===== src/rtl/adder_seq_ctrl.sv =====
// rtl/adder_seq_ctrl.sv - Wishbone-controlled sequencer computing A + COUNT*B on an external registered adder
//
// Ports:
//   wb_clk_i, wb_rst_i          clock; asynchronous active-high reset
//   wbs_stb_i/cyc_i/we_i/sel_i  Wishbone slave request, byte enables
//   wbs_adr_i, wbs_dat_i        request address and write data
//   wbs_ack_o, wbs_dat_o        registered one-cycle acknowledge, read data (0 when not acking)
//   add_a, add_b                operands driven to the external 8-bit adder
//   add_sum, add_cout           adder result, valid one clock after the operands change
//   irq                         registered DONE & IRQ_EN
//
// Register window (offset from BASE_ADDR):
//   0x0 OPND   [7:0]=A [15:8]=B
//   0x4 CTRL   [0]=START (reads 0) [1]=IRQ_EN [15:8]=COUNT
//   0x8 STATUS [0]=BUSY [1]=DONE (W1C) [2]=ERR (W1C)
//   0xC RESULT [15:0]
module adder_seq_ctrl #(
    parameter logic [31:0] BASE_ADDR = 32'h3000_0000
) (
    input  logic        wb_clk_i,
    input  logic        wb_rst_i,
    input  logic        wbs_stb_i,
    input  logic        wbs_cyc_i,
    input  logic        wbs_we_i,
    input  logic [3:0]  wbs_sel_i,
    input  logic [31:0] wbs_adr_i,
    input  logic [31:0] wbs_dat_i,
    output logic        wbs_ack_o,
    output logic [31:0] wbs_dat_o,
    output logic [7:0]  add_a,
    output logic [7:0]  add_b,
    input  logic [7:0]  add_sum,
    input  logic        add_cout,
    output logic        irq
);

    typedef enum logic [2:0] {
        S_IDLE,
        S_LOAD,
        S_EXEC,
        S_CAPT,
        S_DONE
    } state_t;

    state_t      state;
    state_t      state_next;

    logic [7:0]  opnd_a;
    logic [7:0]  opnd_b;
    logic [7:0]  count;
    logic        irq_en;
    logic        done;
    logic        err;
    logic [15:0] acc;
    logic [7:0]  iter;
    logic [15:0] result;

    logic [31:0] offset;
    logic        in_win;
    logic        hit;
    logic        wr;
    logic [1:0]  reg_idx;
    logic        busy;
    logic        start_req;
    logic [7:0]  count_eff;
    logic        go;
    logic        zero_job;
    logic        done_w1c;
    logic        err_w1c;
    logic [31:0] rdata;

    // Window decode as a range check so a non 16-byte-aligned base still works.
    assign offset   = wbs_adr_i - BASE_ADDR;
    assign in_win   = (wbs_adr_i >= BASE_ADDR) && (offset[31:4] == 28'd0);
    // Gating on !ack keeps the acknowledge from ever repeating on back-to-back cycles.
    assign hit      = wbs_stb_i && wbs_cyc_i && !wbs_ack_o && in_win && (wbs_adr_i[1:0] == 2'b00);
    assign wr       = hit && wbs_we_i;
    assign reg_idx  = offset[3:2];
    assign busy     = (state != S_IDLE);

    assign start_req = wr && (reg_idx == 2'd1) && wbs_sel_i[0] && wbs_dat_i[0];
    // A START write may carry its own COUNT in the same access; that value governs the job.
    assign count_eff = wbs_sel_i[1] ? wbs_dat_i[15:8] : count;
    assign go        = start_req && !busy && (count_eff != 8'd0);
    assign zero_job  = start_req && !busy && (count_eff == 8'd0);
    assign done_w1c  = wr && (reg_idx == 2'd2) && wbs_sel_i[0] && wbs_dat_i[1];
    assign err_w1c   = wr && (reg_idx == 2'd2) && wbs_sel_i[0] && wbs_dat_i[2];

    always_comb begin
        rdata = 32'd0;
        case (reg_idx)
            2'd0: rdata = {16'd0, opnd_b, opnd_a};
            2'd1: rdata = {16'd0, count, 6'd0, irq_en, 1'b0};
            2'd2: rdata = {29'd0, err, done, busy};
            2'd3: rdata = {16'd0, result};
            default: rdata = 32'd0;
        endcase
    end

    always_comb begin
        state_next = state;
        case (state)
            S_IDLE: if (go) state_next = S_LOAD;
            S_LOAD: state_next = S_EXEC;
            S_EXEC: state_next = S_CAPT;
            S_CAPT: state_next = (iter == 8'd1) ? S_DONE : S_LOAD;
            S_DONE: state_next = S_IDLE;
            default: state_next = S_IDLE;
        endcase
    end

    always_ff @(posedge wb_clk_i or posedge wb_rst_i) begin
        if (wb_rst_i) begin
            state <= S_IDLE;
        end else begin
            state <= state_next;
        end
    end

    always_ff @(posedge wb_clk_i or posedge wb_rst_i) begin
        if (wb_rst_i) begin
            wbs_ack_o <= 1'b0;
            wbs_dat_o <= 32'd0;
            add_a     <= 8'd0;
            add_b     <= 8'd0;
            irq       <= 1'b0;
            opnd_a    <= 8'd0;
            opnd_b    <= 8'd0;
            count     <= 8'd0;
            irq_en    <= 1'b0;
            acc       <= 16'd0;
            iter      <= 8'd0;
            result    <= 16'd0;
            done      <= 1'b0;
            err       <= 1'b0;
        end else begin
            wbs_ack_o <= hit;
            wbs_dat_o <= (hit && !wbs_we_i) ? rdata : 32'd0;

            // Operand and control writes are acknowledged but dropped while a job runs.
            if (wr && !busy && (reg_idx == 2'd0)) begin
                if (wbs_sel_i[0]) opnd_a <= wbs_dat_i[7:0];
                if (wbs_sel_i[1]) opnd_b <= wbs_dat_i[15:8];
            end
            if (wr && !busy && (reg_idx == 2'd1)) begin
                if (wbs_sel_i[0]) irq_en <= wbs_dat_i[1];
                if (wbs_sel_i[1]) count  <= wbs_dat_i[15:8];
            end

            // Setting beats a same-cycle W1C clear.
            if ((state == S_DONE) || zero_job) begin
                done <= 1'b1;
            end else if (done_w1c || go) begin
                done <= 1'b0;
            end

            if (start_req && busy) begin
                err <= 1'b1;
            end else if (err_w1c) begin
                err <= 1'b0;
            end

            if (go) begin
                acc  <= {8'd0, opnd_a};
                iter <= count_eff;
            end
            if (zero_job) begin
                result <= {8'd0, opnd_a};
            end

            case (state)
                S_LOAD: begin
                    add_a <= acc[7:0];
                    add_b <= opnd_b;
                end
                S_CAPT: begin
                    acc  <= {acc[15:8] + {7'd0, add_cout}, add_sum};
                    iter <= iter - 8'd1;
                end
                S_DONE: result <= acc;
                default: ;
            endcase

            irq <= done && irq_en;
        end
    end

endmodule


===== config.mk =====
export PLATFORM = sky130hd
export DESIGN_NAME = adder_seq_ctrl
export DESIGN_NICKNAME = d
export VERILOG_FILES = /design/src/rtl/adder_seq_ctrl.sv
export SDC_FILE = /design/constraint.sdc
export NUM_CORES = 1
export LEC_CHECK = 0
export CELL_PAD_IN_SITES_DETAIL_PLACEMENT = 0
export CELL_PAD_IN_SITES_GLOBAL_PLACEMENT = 2
export CORE_ASPECT_RATIO = 1.4
export CORE_MARGIN = 1
export CORE_UTILIZATION = 30
export CTS_CLUSTER_DIAMETER = 120
export DETAILED_ROUTE_END_ITERATION = 10
export PLACE_DENSITY_LB_ADDON = 0.1
export SLEW_MARGIN = 20
export SYNTH_ARGS = -nofsm -noshare
export SYNTH_HDL_FRONTEND = slang
export SYNTH_SLANG_ARGS = --single-unit

===== constraint.sdc =====
create_clock -name wb_clk_i -period 4.7 [get_ports wb_clk_i]
set_input_delay 0.94 -clock wb_clk_i [delete_from_list [all_inputs] [get_ports wb_clk_i]]
set_output_delay 0.94 -clock wb_clk_i [all_outputs]
set_load 0.02 [all_outputs]

Word level (Yosys, flattened, before mapping)
Cells that the tools add are included.
{"block": "word_totals", "reg_bits": 120, "inputBits": 82, "output_inout_bits": 50, "elab_cells": 85}
{"block": "classes", "add_sub_neg": 3, "order_cmp": 1, "eq_ne": 9, "n_mux": 16, "reduce_logical": 41}
{"op": "one-hot mux 32 bit (4 select lines)", "n": 1}
{"op": "two-way mux 16 bit", "n": 4}
{"op": ">= comparator 32 x 30 -> 1 bit (second input constant)", "n": 1}
{"op": "two-way mux 32 bit", "n": 1}
{"op": "subtractor 32 x 30 -> 32 bit (second input constant)", "n": 1}
{"op": "zero test 28 bit", "n": 1}
{"op": "two-way mux 8 bit", "n": 3}
{"op": "logical AND 1 bit", "n": 22}
{"op": "one-hot mux 3 bit (4 select lines)", "n": 1}
{"op": "adder 8 x 1 -> 8 bit", "n": 1}
{"op": "== test 8 x 1 -> 1 bit (second input constant)", "n": 1}
{"op": "zero test 8 bit", "n": 1}
{"op": "nonzero test 2 bit", "n": 4}
{"op": "nonzero test 8 bit", "n": 1}
{"op": "subtractor 8 x 1 -> 8 bit (second input constant)", "n": 1}
{"op": "== test 3 x 2 -> 1 bit (second input constant)", "n": 2}
{"op": "two-way mux 3 bit", "n": 2}
{"op": "AND reduction 2 bit", "n": 3}
{"op": "== test 2 bit (second input constant)", "n": 2}
{"op": "zero test 2 bit", "n": 2}
{"op": "two-way mux 1 bit", "n": 4}
{"op": "== test 3 x 1 -> 1 bit (second input constant)", "n": 1}
{"op": "== test 3 bit (second input constant)", "n": 1}
{"op": "zero test 1 bit", "n": 3}
{"op": "5 further kinds", "n": 6}

Longest topological paths before layout
{"block": "depth", "ltp_word": 14, "depth_mapped": 8, "depth_no_buf": 7}

Worst setup path after synthesis
OpenSTA, ideal clock, no wires.
{"block": "synth_path", "kind": "input-to-reg", "start": "in wbs_adr_i[1]", "end": "reg opnd_a[0]", "setup_ns": 0.125, "arrival_ns": 2.591, "t_required_ns": 4.575, "setup_slack_ns": 1.984, "stages": 6, "path_cell_list": "nor4b_1 nand4_1 nor4_4 and3_1 buf_2 mux2_2"}
{"block": "synth_between", "elab_chain_len": 9, "word_cells_on_any_way": 12, "classes_between": "add/sub: 1; order compare: 1; reduce/logical: 10"}
{"element": "start, declared", "line": "26", "rtl": "input logic [31:0] wbs_adr_i,"}
{"element": "subtractor 32 x 30 -> 32 bit", "line": "73", "rtl": "assign offset = wbs_adr_i - BASE_ADDR;"}
{"element": "zero test 28 bit", "line": "74", "rtl": "assign in_win = (wbs_adr_i >= BASE_ADDR) && (offset[31:4] == 28'd0);"}
{"element": "logical AND 1 bit", "line": "74"}
{"element": "logical AND 1 bit (2 in series)", "line": "76", "rtl": "assign hit = wbs_stb_i && wbs_cyc_i && !wbs_ack_o && in_win && (wbs_adr_i[1:0] == 2'b00);"}
{"element": "logical AND 1 bit", "line": "77", "rtl": "assign wr = hit && wbs_we_i;"}
{"element": "logical AND 1 bit", "line": "141", "rtl": "if (wr && !busy && (reg_idx == 2'd0)) begin"}
{"element": "logical AND 1 bit *", "line": "141"}
{"element": "AND reduction 2 bit (no source line) *"}
{"element": "end signal, assigned", "line": "142", "rtl": "if (wbs_sel_i[0]) opnd_a <= wbs_dat_i[7:0];"}
{"element": "end, declared", "line": "48", "rtl": "logic [7:0] opnd_a;"}
Mark *: on every way between the ends. The rest lies on a longest branch, timed or not.
A chain may end at the register's enable or synchronous reset.

Final worst setup path
{"block": "layout_path", "start": "in wbs_adr_i[20]", "end": "reg iter[7]"}
{"block": "layout_between", "elab_chain_len": 12, "word_cells_on_any_way": 13, "classes_between": "add/sub: 1; order compare: 1; reduce/logical: 11"}
{"element": "subtractor 32 x 30 -> 32 bit", "line": "73"}
{"element": "zero test 28 bit", "line": "74"}
{"element": "logical AND 1 bit *", "line": "74"}
{"element": "logical AND 1 bit * (2 in series)", "line": "76"}
{"element": "logical AND 1 bit *", "line": "77"}
{"element": "logical AND 1 bit * (3 in series)", "line": "81", "rtl": "assign start_req = wr && (reg_idx == 2'd1) && wbs_sel_i[0] && wbs_dat_i[0];"}
{"element": "logical AND 1 bit * (2 in series)", "line": "84", "rtl": "assign go = start_req && !busy && (count_eff != 8'd0);"}
{"element": "nonzero test 2 bit (no source line) *"}
{"element": "end signal, assigned", "line": "165", "rtl": "iter <= count_eff;"}
{"element": "end signal, assigned", "line": "178", "rtl": "iter <= iter - 8'd1;"}
{"element": "end, declared", "line": "55", "rtl": "logic [7:0] iter;"}
Marked as above.

==> results.txt <==
Number of port buffers = 97
Status = finished, violations left
Num CTS Buffers = 9
Total setup buffers inserted after CTS = 0
Data arrival, critical path = 3.76 ns
Gr ovfl total = 0
Hold slack = 0.510 ns
Layout Nets = 647
Drt first pass iters = 10
Violated checks = DRC
CP endpoint kind = flop
CTS tree = built
Detailed placement HPWL = 10,200 um
DP Worst Slack = 0.815 ns
Vias in the first global route = 4,149
GPL Wtd Cong = 0.755
Overall Power = 1900 uW
Clk buf depth = 2
Measured slew at the worst slew-check pin = 0.972 ns
Max Fclk = 280 MHz
Met3 routed WL = 739 um
Total GRT Usage = 16.8%
Initial core utilization = 30.9%
Root buf cell = clkbuf_16
Peak VDD IR = 144 uV
# diodes = 0
Unique masters post-synth = 54
Final Hold Viols = 0
Metal-1 WL = 6400 um
Critical Path Source Type = primary input
Mean routed wirelength per cell = 18.1 um
Reg clk slew, reported paths = 0.07 ns
Cell area after synthesis = 5050 um^2
Cts hold-fix bufs = 0
Power density cells = 293 nW/um^2
Max_slew headroom = 35.0%
DRC violations left = 14
Largest net degree at the start of global routing = 83
Die area = 17,400 um^2
Cell Count, Final, Fillers Out = 764
Setup TNS = 0 ns
CP required = 4.89 ns
YS warnings = 0
Die height = 155 um
I/O Pins = 132
Worst-Skew Late Latency = 0.35 ns
Layout cells sized above 1 = 13.8%
Max H-tree Level = 3
Via count = 3,981
Leading register cell type out of synthesis = dfrtp_1
DR vias/cell = 5.21
Crit Path Max Fanout = 23
Die X-Extent = 112 um
Row count = 55
Post-synth EDFFs = 0
Min cycle time layout = 3.57 ns
Max-Cap Viols = 0
Initial antenna violation count = 0
RSZ-0062 raised after global routing = no
Tcrit/Tclk final = 76.0%
Synthesized area per cell = 10.7 um^2
Type of the worst setup path = primary input to flop
Clock tree sinks = 104
Fill count = 1,624
Initial DRC count = 209
Layout area overhead = 28.3%
Slowest stage cell, crit path = a2111oi_0
Crit-path max cell delay = 0.77 ns
Synthesized instance count = 472
Setup ws final = 1.13 ns
Top sig layer = met4
Sequential cell area fraction in the yosys report = 51.6%
Antenna Violating Nets Remaining = 0
Core area = 16,300 um^2
Final setup fails = 0
Hold Crit Class = flop to flop
Total detailed-routing wirelength = 13,800 um
Final slew viol count = 0
Placed Instances = 749
Skew final = 0.00544 ns
Crit path cell chain = clkdlybuf4s50_1 > nor4_1 > nand4_1 > or4_4 > a2111oi_0 > a211oi_1
Seq cells post-synth = 104
Leak = 0.00281 uW
WL met2 = 6550 um
Post-cts gate resize count = 0
First-pass GRT wire length = 22,700 um
Asr flop ratio synth = 100%
-- cell usage after synthesis, drive strengths merged, types with 2 or more instances --
cell | n | share of area [%]
dfrtp | 104 | 52
nor4b | 4 | 0.99
nand4 | 7 | 0.99
o31ai | 2 | 0.30
and3 | 8 | 0.99
clkbuf | 17 | 1.3
nand3b | 4 | 0.60
nand3 | 8 | 0.79
ha | 4 | 0.99
a31o | 2 | 0.35
mux2 | 40 | 8.9
or4b | 2 | 0.40
inv | 7 | 0.52
nor2 | 50 | 3.7
a31oi | 20 | 2.5
a22o | 8 | 1.4
o22ai | 2 | 0.25
or4 | 5 | 0.82
nor4 | 8 | 1.4
nand2 | 20 | 1.5
o21ai | 27 | 2.7
o41ai | 2 | 0.35
buf | 29 | 3.6
a211oi | 3 | 0.45
and2 | 4 | 0.50
nor2b | 3 | 0.37
and4b | 2 | 0.40
a21oi | 30 | 3.0
a22oi | 8 | 1.2
o211ai | 2 | 0.30
a311o | 2 | 0.40
nor3 | 7 | 0.69
mux2i | 17 | 3.4
-- placed cells by master, fill, tap and decap left out, types with 2 or more instances in the layout --
master,n
a311o_1,2
o31ai_1,2
o22ai_1,2
nand3b_1,4
inv_1,6
o211ai_1,2
o41ai_1,2
nand2_1,20
a31oi_1,20
conb_1,16
mux2i_1,17
clkdlybuf4s50_1,97
nand4_1,6
nor2_1,50
or4b_2,2
a22o_1,8
nor4_4,2
ha_1,4
o21ai_0,27
clkbuf_16,9
clkinvlp_4,2
and2_1,4
a31o_2,2
nor2b_1,3
a211oi_1,3
nor4b_1,3
nor4_1,6
a21oi_1,30
or4_1,4
and4b_1,2
dfrtp_1,104
nor3_1,7
buf_4,12
and3_1,8
a22oi_1,8
mux2_2,40
nand3_1,8
-- area by class of cell --
cell class / instances / area (um^2) / share of cell area, %
well taps: 199 / 249 / 3.85
repair buffers: 109 / 1060 / 16.4
flip-flops and latches: 104 / 2600 / 40.2
inverters: 7 / 31.3 / 0.483
clock buffers: 10 / 229 / 3.54
multi-input cells: 330 / 2240 / 34.6
clock inverters: 5 / 58.8 / 0.908
-- report_power, final --
| part | internal, uW | switching, uW | total [uW] |
|---|---|---|---|
| registers | 925 | 41.0 | 966 |
| logic | 91.2 | 88.3 | 180 |
| clock network | 411 | 339 | 750 |
| total | 1430 | 469 | 1900 |
-- logic make-up after synthesis --
| family | count (synthesis) | share of synthesized area (%) |
|---|---|---|
| AND/OR/NAND/NOR | 137 | 15.0 |
| AO/OA/AOI/OAI | 114 | 14.1 |
| flip-flops | 104 | 51.6 |
| multiplexers | 58 | 12.7 |
| buffers and inverters | 53 | 5.38 |
| adder cells (fa/ha/maj) | 4 | 0.992 |
| other | 1 | 0.0743 |
| XOR/XNOR | 1 | 0.174 |
-- per-layer routing --
layer / global-route usage [%] / up-vias
met2: 27.8 / 123
li1: - / 1883
met1: 22.2 / 1968
met4: 4.44 / 0
met3: 3.54 / 7
met5: 0 / -
-- critical path, delay by kind of cell --
kind | cells | cell delay [ns]
buffers and inverters | 1 | 0.40
AND/OR/NAND/NOR | 3 | 1.53
AO/OA/AOI/OAI | 2 | 0.87
-- through the flow --
step / area [um^2] / util, %
finish: 6470 / 39.7
global route: 6470 / 39.7
CTS: 6470 / 39.7
detailed placement: 6180 / 37.9
global placement: 6180 / 37.9
floorplan: 5100 / -
-- worst paths after layout --
check | startpoint | to | slack, ns | cells past startpoint
worst min register to register | irq_en | irq | 0.51 | 1
min in group asynchronous | wb_rst_i | result[10] | 1.11 | 2
worst min-delay path | irq_en | irq | 0.51 | 1
worst max-delay path | wbs_adr_i[20] | iter[7] | 1.13 | 6
worst max register to register | state[0] | iter[7] | 1.75 | 5
max in group asynchronous | wb_rst_i | result[0] | 2.89 | 3
-- registers in the layout, summed over array words and instances (netlist names) --
register   cells
acc           16
result        16
wbs_dat_o     16
add_a          8
add_b          8
count          8
iter           8
opnd_a         8
opnd_b         8
state          3
done           1
err            1
irq            1
irq_en         1
wbs_ack_o      1
(Power assumes the default switching activity.)
